**src/rtl/hc_add_stream_ctrl.sv**
```systemverilog
//------------------------------------------------------------------------------
// Module   : hc_add_stream_ctrl
// Brief    : Issue/collect controller for a fixed-latency pipelined adder with
//            credit-based flow control and an output result FIFO.
// Revision : 1.0 - initial release
//------------------------------------------------------------------------------
`default_nettype none

module hc_add_stream_ctrl #(
  parameter int WIDTH = 16,
  parameter int LAT   = 7,
  parameter int DEPTH = 16
) (
  input  logic             clk,
  input  logic             rst,
  input  logic             in_valid,
  output logic             in_ready,
  input  logic [WIDTH-1:0] in_a,
  input  logic [WIDTH-1:0] in_b,
  input  logic             in_cin,
  output logic [WIDTH-1:0] add_a,
  output logic [WIDTH-1:0] add_b,
  output logic             add_cin,
  input  logic [WIDTH-1:0] add_sum,
  input  logic             add_cout,
  output logic             out_valid,
  input  logic             out_ready,
  output logic [WIDTH-1:0] out_sum,
  output logic             out_cout,
  output logic             busy
);

  localparam int AW = $clog2(DEPTH);
  localparam int PW = AW + 1;
  localparam int CW = $clog2(DEPTH + 1);

  logic [LAT:0]    r_vld;
  logic [PW-1:0]   r_wr_ptr;
  logic [PW-1:0]   r_rd_ptr;
  logic [CW-1:0]   r_outstanding;
  logic [WIDTH:0]  r_mem [DEPTH];

  logic            w_accept;
  logic            w_pop;
  logic            w_empty;
  logic [WIDTH:0]  w_head;

  // Credits cover both in-flight tags and FIFO occupancy, so the FIFO can never overflow.
  assign in_ready  = !rst && (r_outstanding < CW'(DEPTH));
  assign w_accept  = in_valid & in_ready;
  assign w_empty   = (r_wr_ptr == r_rd_ptr);
  assign out_valid = !w_empty;
  assign w_pop     = out_valid & out_ready;
  assign busy      = (r_outstanding != '0);

  assign w_head    = r_mem[r_rd_ptr[AW-1:0]];
  assign out_sum   = w_empty ? '0 : w_head[WIDTH-1:0];
  assign out_cout  = !w_empty & w_head[WIDTH];

  always_ff @(posedge clk or posedge rst) begin
    if (rst) begin
      add_a   <= '0;
      add_b   <= '0;
      add_cin <= 1'b0;
    end else if (w_accept) begin
      add_a   <= in_a;
      add_b   <= in_b;
      add_cin <= in_cin;
    end
  end

  // r_vld[LAT] lines up with the adder's output register holding the tagged result.
  always_ff @(posedge clk or posedge rst) begin
    if (rst) begin
      r_vld <= '0;
    end else begin
      r_vld <= {r_vld[LAT-1:0], w_accept};
    end
  end

  always_ff @(posedge clk or posedge rst) begin
    if (rst) begin
      r_wr_ptr <= '0;
      r_rd_ptr <= '0;
    end else begin
      if (r_vld[LAT]) r_wr_ptr <= r_wr_ptr + PW'(1);
      if (w_pop)      r_rd_ptr <= r_rd_ptr + PW'(1);
    end
  end

  always_ff @(posedge clk or posedge rst) begin
    if (rst) begin
      r_outstanding <= '0;
    end else begin
      case ({w_accept, w_pop})
        2'b10:   r_outstanding <= r_outstanding + CW'(1);
        2'b01:   r_outstanding <= r_outstanding - CW'(1);
        default: r_outstanding <= r_outstanding;
      endcase
    end
  end

  // Storage is not reset; the pointers alone define what is valid.
  always_ff @(posedge clk) begin
    if (r_vld[LAT]) begin
      r_mem[r_wr_ptr[AW-1:0]] <= {add_cout, add_sum};
    end
  end

endmodule

`default_nettype wire
```
**config.mk**
```make
export PLATFORM = sky130hd
export DESIGN_NAME = hc_add_stream_ctrl
export DESIGN_NICKNAME = d
export VERILOG_FILES = /design/src/rtl/hc_add_stream_ctrl.sv
export SDC_FILE = /design/constraint.sdc
export NUM_CORES = 1
export LEC_CHECK = 0
export ABC_AREA = 1
export ABC_CLOCK_PERIOD_IN_PS = 2750
export CORE_ASPECT_RATIO = 1.25
export CORE_MARGIN = 2
export CORE_UTILIZATION = 30
export DETAILED_ROUTE_END_ITERATION = 10
export GPL_TIMING_DRIVEN = 0
export PLACE_DENSITY = 0.44
export SYNTH_ARGS = -nofsm -noshare
export SYNTH_HDL_FRONTEND = slang
export SYNTH_SLANG_ARGS = --single-unit
export TNS_END_PERCENT = 100
```
**constraint.sdc**
```tcl
create_clock -name clk -period 2.75 [get_ports clk]
set_clock_uncertainty 0.1 [all_clocks]
set_input_delay 0.6875 -clock clk [delete_from_list [all_inputs] [get_ports clk]]
set_output_delay 0.6875 -clock clk [all_outputs]
set_load 0.005 [all_outputs]
```
# After elaboration in Yosys (flattened, before gate mapping)
# Memory sizes are Yosys's and may differ from the RTL's.
# Index checks and enable logic that the tools add are counted.
totals:
  mem_count: 1
  ramBits: 272
  elab_cells: 28
  in_bits: 54
  out_inout_bits: 53
  regBits: 56
op_classes:
  eq_ne: 3
  n_lt_le_gt_ge: 1
  addsub: 4
  muxes: 4
  reduce_logical: 5
  bitwise_logic: 3
mem_list:
  columns: ["name", "words", "word_bits", "rd", "rd_clocked_by_memory_dff", "wr", "line", "rtl"]
  rows:
  - ["r_mem", 16, 17, 1, 0, 1, "41", "logic [WIDTH:0] r_mem [DEPTH];"]
op_table:
  columns: ["op", "count"]
  rows:
  - ["2-to-1 mux 16 bit", 1]
  - ["adder 5 x 1 -> 5 bit (second input constant)", 3]
  - ["one-hot mux 5 bit (2 select lines)", 1]
  - ["== test 5 bit", 1]
  - ["< comparator 5 bit (second input constant)", 1]
  - ["nonzero test 5 bit", 1]
  - ["subtractor 5 x 1 -> 5 bit (second input constant)", 1]
  - ["AND 1 bit", 3]
  - ["== test 2 x 1 -> 1 bit (second input constant)", 1]
  - ["== test 2 bit (second input constant)", 1]
  - ["logical NOT 1 bit", 2]
  - ["2-to-1 mux 1 bit", 2]
  - ["nonzero test 2 bit", 1]
  - ["logical AND 1 bit", 1]

# Longest topological paths before layout
# Gate-level depths: netlist (run 1).
depth:
  ltp_word: 5
  depth_mapped: 17
  ltp_nobuf: 16

# Worst setup path after synthesis (run 1)
# Ideal clock, no wire load.
synth_timing:
  path_kind: "input -> register"
  startpoint: "in rst"
  endpoint: "reg r_outstanding[4]"
  setup_time_ns: 0.117
  required_time_ns: 2.533
  cell_stages: 11
  path_buffers: 1
  slack_ns: 0.247
  arrival_time_ns: 2.285
  path_cell_list: "nor2_1 > nand2_1 > clkbuf_1 > ha_1 > xor2_1 > ha_1 > a21o_1 > nand3_1 > nand3_1 > nand3_1 > nand2_1"
synth_between:
  elab_chain_len: 5
  word_cells_on_any_way: 7
  cone_classes: "eq/ne: 2; mux: 1; bitwise: 1; reduce/logical: 3"
synth_lines:
  columns: ["element", "line", "rtl"]
  rows:
  - ["start: declaration", "15", "input logic rst,"]
  - ["logical NOT 1 bit (no line) *", null, null]
  - ["logical AND 1 bit *", "49", "assign in_ready = !rst && (r_outstanding < CW'(DEPTH));"]
  - ["AND 1 bit *", "50", "assign w_accept = in_valid & in_ready;"]
  - ["== test 2 x 1 -> 1 bit or == test 2 bit (tied branches)", "95", "case ({w_accept, w_pop})"]
  - ["one-hot mux 5 bit (2 select lines) or nonzero test 2 bit (tied branches)", null, null]
  - ["end signal: assignment", "96", "2'b10: r_outstanding <= r_outstanding + CW'(1);"]
  - ["end signal: assignment", "97", "2'b01: r_outstanding <= r_outstanding - CW'(1);"]
  - ["end signal: assignment", "98", "default: r_outstanding <= r_outstanding;"]
  - ["end: declaration", "40", "logic [CW-1:0] r_outstanding;"]
# Mark *: on every way between the ends. The rest lies on a longest branch, timed or not.
# A chain may end at the register's enable or synchronous reset.

# Worst setup path in the final report (run 1)
layout_timing:
  startpoint: "reg r_rd_ptr[0]"
  endpoint: "out out_sum[7]"
layout_between:
  elab_chain_len: 2
  word_cells_on_any_way: 3
  cone_classes: "eq/ne: 1; mux: 1; memory: 1"
layout_lines:
  columns: ["element", "line", "rtl"]
  rows:
  - ["start: declaration", "39", "logic [PW-1:0] r_rd_ptr;"]
  - ["start signal: assignment", "87", "if (w_pop) r_rd_ptr <= r_rd_ptr + PW'(1);"]
  - ["memory read (16 x 17 bit) or == test 5 bit (tied branches)", null, null]
  - ["2-to-1 mux 16 bit *", "57", "assign out_sum = w_empty ? '0 : w_head[WIDTH-1:0];"]
  - ["end: declaration", "28", "output logic [WIDTH-1:0] out_sum,"]
# Marks and branches as above.

==> flow_summary.toml, run 1 <==
[run_status]
status = "finished with violations"
violations = "setup timing"

[finish]
area_delta_synth_final_pct = 31.6
drive_gt1_share_pct = 19.4
final_nets = 1661
n_antenna_cell = 0

[synth]
synth_nets = 1486
synth_fa_ha_area_share_pct = 0.790
synth-seq-cells = 328
synth_top_area_share_pct = 57.3
synth_top_family_by_area = "simple AND/OR/NAND/NOR gates"
synth_cells = 1423
synth.area.mux_share_pct = 0
synth-simple-area-share_pct = 22.0
synth_area_leaders = "edfxtp_1 (57%), nand2_1 (16%), dfrtp_1 (9.8%)"
netlist_area_um2 = 14300
synth-compound-area-share_pct = 1.18
synth_cell_types = 26
yosysSeqAreaShare_pct = 67.1
synth-edff-count = 272
synth.top_cells.by_count = "nand2_1 (610), edfxtp_1 (272), inv_1 (200)"
synth_ff_type = "edfxtp_1"
synth-xor-area-share_pct = 0.737
syn_avg_cell_area_um2 = 10.0
synth_largest_area_cell = "edfxtp_1"
synth_most_common_cell = "nand2_1"
async_flop_share_pct = 17.1
ys_warn_count = 0

[sta]
period_minus_slack_ns = 2.95
rsz0062_at_grt = "yes"
max_freq_ghz = 0.339
finalMaxSlewViolations = 0
whs_ns = 0.248
tightestPinTransition_ns = 0.914
hold_viol = 0
period_share_pct = 107
setup_violations = 17
slew_headroom_pct = 38.7
setup_slack_ns = -0.196

[global_routing]
grt_pass1_wl_um = 61000
grt_overflow_total = 0
grtUsageTotal_pct = 16.8
grt_max_degree = 34
antenna_found_initial = 1
first_global_vias = 9977

[routing]
drc_errors = 0
vias = 9857
met2_wirelength_um = 20800
dr.pass1.iters = 5
drt-wirelength-per-cell_um = 17.8
wl_met1_um = 16700
dr.first_iter.drc_count = 597
ant_nets = 0
wl_met3_um = 1620
wirelength_um = 40300
highest_layer = "met4"
avgViaCountPerCell = 4.35

[clock_tree]
cts_inserted_buffers = 37
cts.sinks = 328
cts_hold_buf = 0
worst_setup_hold_path_clk_slew_ns = 0.06
htreeDepth = 2
root_buffer = "clkbuf_16"
cts_tree = "done"
clock_path_buffers = 3
clk-insertion-delay-late_ns = 0.54

[setup_path]
worstSetupPathType = "flop to output port"
path_buf_inv = 6
crit_required_ns = 1.96
crit_fanout = 8
path_cells = "buf_6 -> inv_8 -> buf_12 -> buf_16 -> buf_12 -> nand2_4 -> nand2_2 -> nand2_1 -> nand3_1 -> nand3_2 -> a21oi_2 -> buf_2"
worstPathArrival_ns = 2.16
end_kind = "output port"
crit_slowest_cell = "dfrtp_1"
cpPeakStageDelay_ns = 0.39
cpLargestDelayFamily = "buffers and inverters"
crit_top_cell = "buf_12"
critPathLaunchType = "flop"

[place]
gp_congestion = 0.788
hpwl_um = 26900
portBuffers = 106

[floorplan]
start_util_pct = 30.3
fp-row-count = 89
coreArea_um2 = 47100
fp.dieH_um = 248
die-area_um2 = 49300
die_x_um = 199
pin_count = 107

[power]
power-per-cell-area_nw_per_um2 = 1040
ir_drop_mv = 0.579
p_leak_uw = 0.00814
p_total_uw = 19500

[flow_run]
max-cap-violations = 0

[min_path]
hold_path_class = "flop to flop"
==> path summary, 6_finish.rpt <==
path,start,end,slack [ns],cells after the start
worst min register to register,r_vld[2],r_vld[3],0.25,0
worst max register to register,r_rd_ptr[0],r_outstanding[4],0.16,15
max in group asynchronous,rst,r_vld[7],1.46,3
worst min-delay path,r_vld[2],r_vld[3],0.25,0
min in group asynchronous,rst,add_cin,0.47,2
worst max-delay path,r_rd_ptr[0],out_sum[7],-0.20,12
==> power breakdown <==
part / internal [uW] / switching [uW]
registers: 5880 / 290
clock network: 3340 / 2020
logic: 3360 / 4650
==> kinds of logic (layout without fill, tap and decap cells) <==
kind of cell | Yosys count | count (layout)
AND/OR/NAND/NOR | 780 | 780
flip-flops | 328 | 328
XOR/XNOR | 12 | 12
adder cells (fa/ha/maj) | 9 | 9
buffers and inverters | 269 | 473
AO/OA/AOI/OAI | 25 | 25
==> state kept, by name (all words and copies together), names as in the netlist <==
signal / cells
r_mem: 272
r_wr_ptr: 5
add_cin: 1
add_a: 16
r_outstanding: 5
r_rd_ptr: 5
r_vld: 8
add_b: 16
==> metal layers <==
layer	GRT usage, %	vias up
met5	0	-
met4	5.47	0
met3	2.66	72
met2	30.7	201
met1	20.0	4724
li1	-	4860
==> worst register-to-register path: cells and delay by family, from the launching register on <==
| family | cells | cell delay [ns] |
|---|---|---|
| compound gates | 2 | 0.33 |
| flops | 1 | 0.36 |
| xor+xnor | 1 | 0.15 |
| simple gates | 7 | 0.73 |
| fa+ha+maj | 2 | 0.38 |
| buf+inv | 3 | 0.41 |
==> cell type report <==
class | instances | area, um2
repair buffers | 136 | 1510
multi-input cells | 826 | 4050
flip-flops and latches | 328 | 9570
well taps | 637 | 797
inverters | 208 | 797
clock inverters | 19 | 280
clock buffers | 49 | 1040
plain buffers | 61 | 716
fillers | 4557 | 28300
==> stage by stage <==
step / utilization [%] / setup slack (ns) / instance area, um2 / std cells / setup TNS, ns
2_1_floorplan: - / 0.247 / 14300 / 1423 / 0
3_3_place_gp: 34.2 / -0.937 / 16100 / 2166 / -96.53
3_5_place_dp: 35.0 / -0.686 / 16500 / 2183 / -8.81
4_1_cts: 39.2 / -0.249 / 18500 / 2261 / -3.83
5_1_grt: 39.8 / -0.281 / 18800 / 2264 / -4.30
6_report: 39.8 / -0.196 / 18800 / 2264 / -2.77
==> what timing repair did <==
item,4_1_cts,5_1_grt
gates cloned,5,0
endpoints found under the setup margin,20,21
setup buffers,5,3
gates resized for setup,229,80
pin swaps,48,41
==> placed cells by master, fill, tap and decap left out, types with 2 or more instances in the layout <==
cell and count:
buf_8 16, buf_2 26, nor2_4 2, buf_6 15
nor2_1 2, xnor2_1 4, nand3_2 45, inv_2 8
nand3_1 99, clkbuf_4 8, xor2_1 7, nand2_1 558
clkbuf_8 3, buf_12 18, clkinv_2 7, a21oi_2 14
inv_1 195, inv_6 3, a21oi_4 4, buf_4 11
nor2_2 16, o21ai_0 4, dfrtp_1 56, clkinv_1 3
ha_1 8, clkbuf_16 39, nand2_2 47, bufinv_16 7
nand2_4 6, nand3_4 2, clkinvlp_4 2, edfxtp_1 272
buf_16 10, clkdlybuf4s50_1 88, clkbuf_1 10
No activity file was read; power rests on OpenSTA's default activity.
==> run 2: changes to the inputs <==
- CTS_BUF_LIST: unset -> sky130_fd_sc_hd__clkbuf_8
- SLEW_MARGIN: unset -> 20
==> run 2 against run 1 <==
Net effect: the run still ends with setup timing left; cell area is 2.5% lower; final cell count is 1.4% higher; non-clock buffer count is 3 lower; sequential share of layout area is 1.3 points higher; wire length is 0.14% lower; die area stayed put; fmax is 2.9% lower; worst hold slack worse by 0.023 ns; sequential cell count stayed put; global-route usage is 0.20 points lower; critical path depth stayed put; critical path type unchanged.
==> flow_summary.toml, run 2 (synthesis results as in run 1) <==
[routing]
drc_errors = 0
wirelength_um = 40200
dr.first_iter.drc_count = 550
avgViaCountPerCell = 4.34
drt-wirelength-per-cell_um = 17.5
vias = 9960
ant_nets = 0
dr.pass1.iters = 5

[place]
gp_congestion = 0.788
portBuffers = 106
hpwl_um = 26600

[finish]
final_cell_mix = "nand2_1 (573), edfxtp_1 (272), inv_1 (222), nand3_1 (97), clkdlybuf4s50_1 (89)"
final_nets = 1676
area_delta_synth_final_pct = 28.3
largest_reg_flops = 272
final_common_cell = "nand2_1"
finish.utilization_pct = 38.8
drive_gt1_share_pct = 18.5
fill_cells = 4607
n_antenna_cell = 0

[sta]
hold_viol = 0
finalMaxSlewViolations = 0
setup_slack_ns = -0.284
period_share_pct = 110
rsz0062_at_grt = "yes"
slew_headroom_pct = 43.5
whs_ns = 0.225
max_freq_ghz = 0.330
tightestPinTransition_ns = 0.845
period_minus_slack_ns = 3.03
setup_violations = 18

[setup_path]
r2r_end = "r_outstanding[4]"
crit_top_cell = "buf_12"
worstSetupPathType = "flop to output port"
reg2reg_depth = 15
crit_slowest_cell = "dfrtp_1"
path_cells = "buf_6 -> clkinv_8 -> buf_12 -> buf_12 -> buf_12 -> nand2_4 -> nand2_2 -> nand2_2 -> nand3_2 -> nand3_2 -> a21oi_2 -> buf_2"
cpLargestDelayFamily = "buffers and inverters"
r2r_slack_ns = 0.05
path_buf_inv = 6
critPathLaunchType = "flop"
crit_fanout = 8
end_kind = "output port"
crit_required_ns = 1.96
cpPeakStageDelay_ns = 0.39
r2r-start = "r_rd_ptr[0]"
worstPathArrival_ns = 2.25

[power]
internal_power_uw = 11200
power-per-cell-area_nw_per_um2 = 990
power_frac_seq_pct = 34.1
p_comb_share_pct = 43.6
swShare_pct = 38.0
power_frac_clock_pct = 22.3
switching_power_uw = 6870
p_leak_uw = 0.00805
ir_drop_mv = 0.509

[clock_tree]
clk-insertion-delay-late_ns = 0.61
htreeDepth = 2
cts_tree = "done"
cts_inserted_buffers = 55
root_buffer = "clkbuf_8"
cts.sinks = 328
cts_hold_buf = 0
clock_path_buffers = 3
worst_setup_hold_path_clk_slew_ns = 0.06

[floorplan]
coreArea_um2 = 47100
fp-row-count = 89
pin_count = 107
die-area_um2 = 49300
start_util_pct = 30.3
die_x_um = 199
fp.dieH_um = 248

[global_routing]
antenna_found_initial = 0
grtUsageTotal_pct = 16.6
grt_overflow_total = 0
grt_pass1_wl_um = 60300
grt_max_degree = 31
first_global_vias = 10100

[min_path]
hold_path_class = "flop to flop"
worstHoldEndpoint = "r_vld[6]"
hold_depth = 0
hold_start = "r_vld[5]"

[run_status]
status = "finished with violations"
violations = "setup timing"

[flow_run]
max-cap-violations = 0
==> run 2: cell count changes in the layout (fill, tap and decap cells not counted), sizes merged <==
cell	change
clkbuf	+14
inv	+23
bufinv	-7
clkinv	+7
clkdlybuf4s50	+1
buf	-5
dlymetal6s2s	-1
==> run 2: how the worst max path moves through the flow <==
| stage | startpoint | to | cells after the start |
|---|---|---|---|
| finish | r_rd_ptr[0] | out_sum[0] | 12 |
| global route | r_rd_ptr[0] | out_sum[14] | 13 |
| CTS | r_rd_ptr[0] | out_sum[14] | 12 |
| detailed placement | rst | r_outstanding[4] | 13 |
| global placement | r_wr_ptr[0] | r_mem[7][8] | 3 |
| floorplan | rst | r_outstanding[4] | 11 |
==> run 2: repair_timing <==
item	in CTS	in global routing
gates resized for setup	226	60
setup endpoints to repair	19	22
gates cloned	5	2
pin swaps	38	33
setup buffers	10	2
==> run 2: layout make-up <==
| type | count | area [um2] | area share, % |
|---|---|---|---|
| flip-flops and latches | 328 | 9570 | 52.3 |
| multi-input cells | 826 | 4030 | 22.0 |
| repair buffers | 134 | 1370 | 7.46 |
| clock buffers | 61 | 840 | 4.59 |
| inverters | 208 | 802 | 4.38 |
| well taps | 637 | 797 | 4.36 |
| plain buffers | 60 | 709 | 3.88 |
| clock inverters | 42 | 179 | 0.978 |
==> run 2: routing by layer <==
layer	track usage, %	vias up	wire [um]	share of wire [%]
met5	0	-	0	0
met4	6.78	0	1460	3.6
met3	2.92	87	1970	4.9
met2	29.9	252	20500	51
met1	19.4	4732	16300	41
li1	-	4889	-	-
==> run 2: power by group through the flow <==
stage | clock (uW) | sequential [uW] | combinational [uW]
6_report | 4040 | 6170 | 7900
5_1_grt | 4380 | 6220 | 8650
4_1_cts | 4190 | 6170 | 7830
3_5_place_dp | 0 | 6250 | 6770
3_3_place_gp | 0 | 6260 | 6680
2_1_floorplan | 0 | 6220 | 3680
==> run 2: per-stage QoR <==
stage               std cells  setup slack, ns  TNS (ns)  instance area (um2)  power [uW]
floorplan                1423            0.247         0                14300        9900
global placement         2166           -0.937    -96.53                16100       12900
detailed placement       2177           -0.724     -9.02                16300       13000
CTS                      2294           -0.399     -5.91                18100       18200
global route             2296           -0.426     -6.63                18300       19200
finish                   2296           -0.284     -4.29                18300       18100
==> run 3: changes to the inputs <==
- ABC_AREA: 1 -> unset
- PLACE_DENSITY: 0.44 -> 0.45
==> run 3 against run 2 <==
Net effect: critical endpoint is now out_sum[11]; register-to-register slack improved by 0.17 ns; critical path depth fell by 4; global-route usage fell by 2.3 points; worst setup slack got worse by 0.18 ns; combinational power fell by 9.4%; non-clock buffer count fell by 26; synthesized cell count fell by 57%; the run still ends with setup timing left.
==> flow_summary.toml, run 3 <==
[setup_path]
cpPeakStageDelay_ns = 0.46
crit_slowest_cell = "mux4_2"
worstPathArrival_ns = 2.42
crit_fanout = 5
path_buf_inv = 5
critPathLaunchType = "flop"
worstSetupPathType = "flop to output port"
path_cells = "buf_12 -> buf_12 -> buf_12 -> buf_12 -> mux4_2 -> o22ai_4 -> nor3_2 -> buf_2"
end_kind = "output port"
cpLargestDelayFamily = "buffers and inverters"
crit_required_ns = 1.96
crit_top_cell = "buf_12"

[floorplan]
fp-row-count = 84
die_x_um = 188
coreArea_um2 = 41900
fp.dieH_um = 234
die-area_um2 = 44100
start_util_pct = 30.3
pin_count = 107

[place]
portBuffers = 106
hpwl_um = 18700
gp_congestion = 0.754

[routing]
drt-wirelength-per-cell_um = 21.9
wirelength_um = 30700
drc_errors = 0
avgViaCountPerCell = 4.64
dr.pass1.iters = 4
vias = 6514
dr.first_iter.drc_count = 361
ant_nets = 0

[clock_tree]
cts_tree = "done"
clock_path_buffers = 3
worst_setup_hold_path_clk_slew_ns = 0.07
cts_hold_buf = 0
cts_inserted_buffers = 53
clk-insertion-delay-late_ns = 0.59
cts.sinks = 328
htreeDepth = 2
root_buffer = "clkbuf_8"

[synth]
synth_area_leaders = "edfxtp_1 (64%), mux4_2 (12%), dfrtp_1 (11%)"
netlist_area_um2 = 12700
yosysSeqAreaShare_pct = 75.3
synth_cells = 611
async_flop_share_pct = 17.1
synth_top_area_share_pct = 64.2
synth-edff-count = 272
synth_cell_types = 35
synth_most_common_cell = "edfxtp_1"
synth_nets = 674
synth.top_cells.by_count = "edfxtp_1 (272), mux4_2 (68), dfrtp_1 (56)"
synth_ff_type = "edfxtp_1"
ys_warn_count = 0
synth-seq-cells = 328
syn_avg_cell_area_um2 = 20.8
synth_largest_area_cell = "edfxtp_1"

[finish]
largest_reg_flops = 272
drive_gt1_share_pct = 38.0
final-seq-area_um2 = 9570
multi_input_area_um2 = 3460
final_nets = 862
fill_cells = 3787
n_antenna_cell = 0
area_delta_synth_final_pct = 30.2
final_cell_mix = "edfxtp_1 (272), clkdlybuf4s50_1 (88), mux4_2 (68), clkbuf_8 (55), dfrtp_1 (54)"
final_common_cell = "edfxtp_1"

[sta]
rsz0062_at_grt = "yes"
hold_viol = 0
finalMaxSlewViolations = 0
period_share_pct = 117
max_freq_ghz = 0.311
slew_headroom_pct = 26.6
setup_slack_ns = -0.462
setup_violations = 18
whs_ns = 0.248
period_minus_slack_ns = 3.21
tightestPinTransition_ns = 1.10

[power]
ir_drop_mv = 0.530
p_total_uw = 17500
p_leak_uw = 0.00562
power-per-cell-area_nw_per_um2 = 1060

[flow_run]
max-cap-violations = 0

[global_routing]
grt_pass1_wl_um = 45800
first_global_vias = 7402
grtUsageTotal_pct = 14.3
grt_overflow_total = 0
grt_max_degree = 57
antenna_found_initial = 0

[run_status]
status = "finished with violations"
violations = "setup timing"

[min_path]
hold_path_class = "flop to flop"
## run 3: worst paths after layout
| check | from | end | slack, ns | cells past startpoint |
|---|---|---|---|---|
| min in group asynchronous | rst | add_b[0] | 0.52 | 2 |
| setup reg to reg | r_rd_ptr[0] | r_outstanding[4] | 0.22 | 11 |
| hold / removal | r_vld[0] | r_vld[1] | 0.25 | 0 |
| max in group asynchronous | rst | r_rd_ptr[0] | 1.54 | 2 |
| hold reg to reg | r_vld[0] | r_vld[1] | 0.25 | 0 |
| setup / recovery | r_rd_ptr[0] | out_sum[11] | -0.46 | 8 |
## run 3: logic make-up after synthesis
logic type,count (synthesis),synth area share (%)
flops,328,75.3
xor+xnor,19,1.31
simple gates,64,3.15
buf+inv,40,1.83
mux,103,15.1
fa+ha+maj,9,0.886
compound gates,48,2.41
## run 3: through the flow
| stage | TNS, ns | std cells | setup slack [ns] | util, % | area, um2 |
|---|---|---|---|---|---|
| 2_1_floorplan | 0 | 611 | 0.0224 | - | 12700 |
| 3_3_place_gp | -34.46 | 1276 | -0.864 | 34.5 | 14500 |
| 3_5_place_dp | -12.79 | 1276 | -0.935 | 34.5 | 14500 |
| 4_1_cts | -9.44 | 1399 | -0.640 | 39.2 | 16400 |
| 5_1_grt | -8.72 | 1403 | -0.545 | 39.5 | 16600 |
| 6_report | -6.83 | 1403 | -0.462 | 39.5 | 16600 |
## run 3: cell type report
type | count | area share, %
inverters | 5 | 0.128
multi-input cells | 243 | 20.9
well taps | 559 | 4.22
flip-flops and latches | 328 | 57.8
plain buffers | 28 | 2.10
repair buffers | 140 | 8.52
clock inverters | 46 | 1.82
clock buffers | 54 | 4.49
## run 3: timing repair
item | CTS | global route
endpoints found under the setup margin | 21 | 21
pin swaps | 38 | 26
gates cloned | 3 | 1
setup buffers | 23 | 9
gates resized for setup | 203 | 28
## run 3: worst reg2reg max path, stage by stage (launching register included)
cell	delay, ns
dfrtp_2	0.45
buf_12	0.17
xor2_2	0.15
nor3_2	0.18
buf_4	0.15
a21boi_4	0.05
buf_4	0.14
ha_1	0.26
clkbuf_1	0.20
nor3b_1	0.30
a22oi_2	0.13
xnor2_1	0.13
## run 3: per-layer routing
| metal | vias to the layer above | global-route usage, % | wire length (um) |
|---|---|---|---|
| met1 | 3366 | 16.4 | 11900 |
| met2 | 207 | 25.8 | 16000 |
| met3 | 66 | 3.41 | 1810 |
| met5 | - | 0 | 0 |
| li1 | 2875 | - | - |
| met4 | 0 | 5.44 | 935 |
## run 3: power by group
group          internal (uW)  total (uW)  switching (uW)
Sequential              5890        6220             338
Clock                   2220        4130            1910
Combinational           3820        7160            3340
Total                  11900       17500            5590
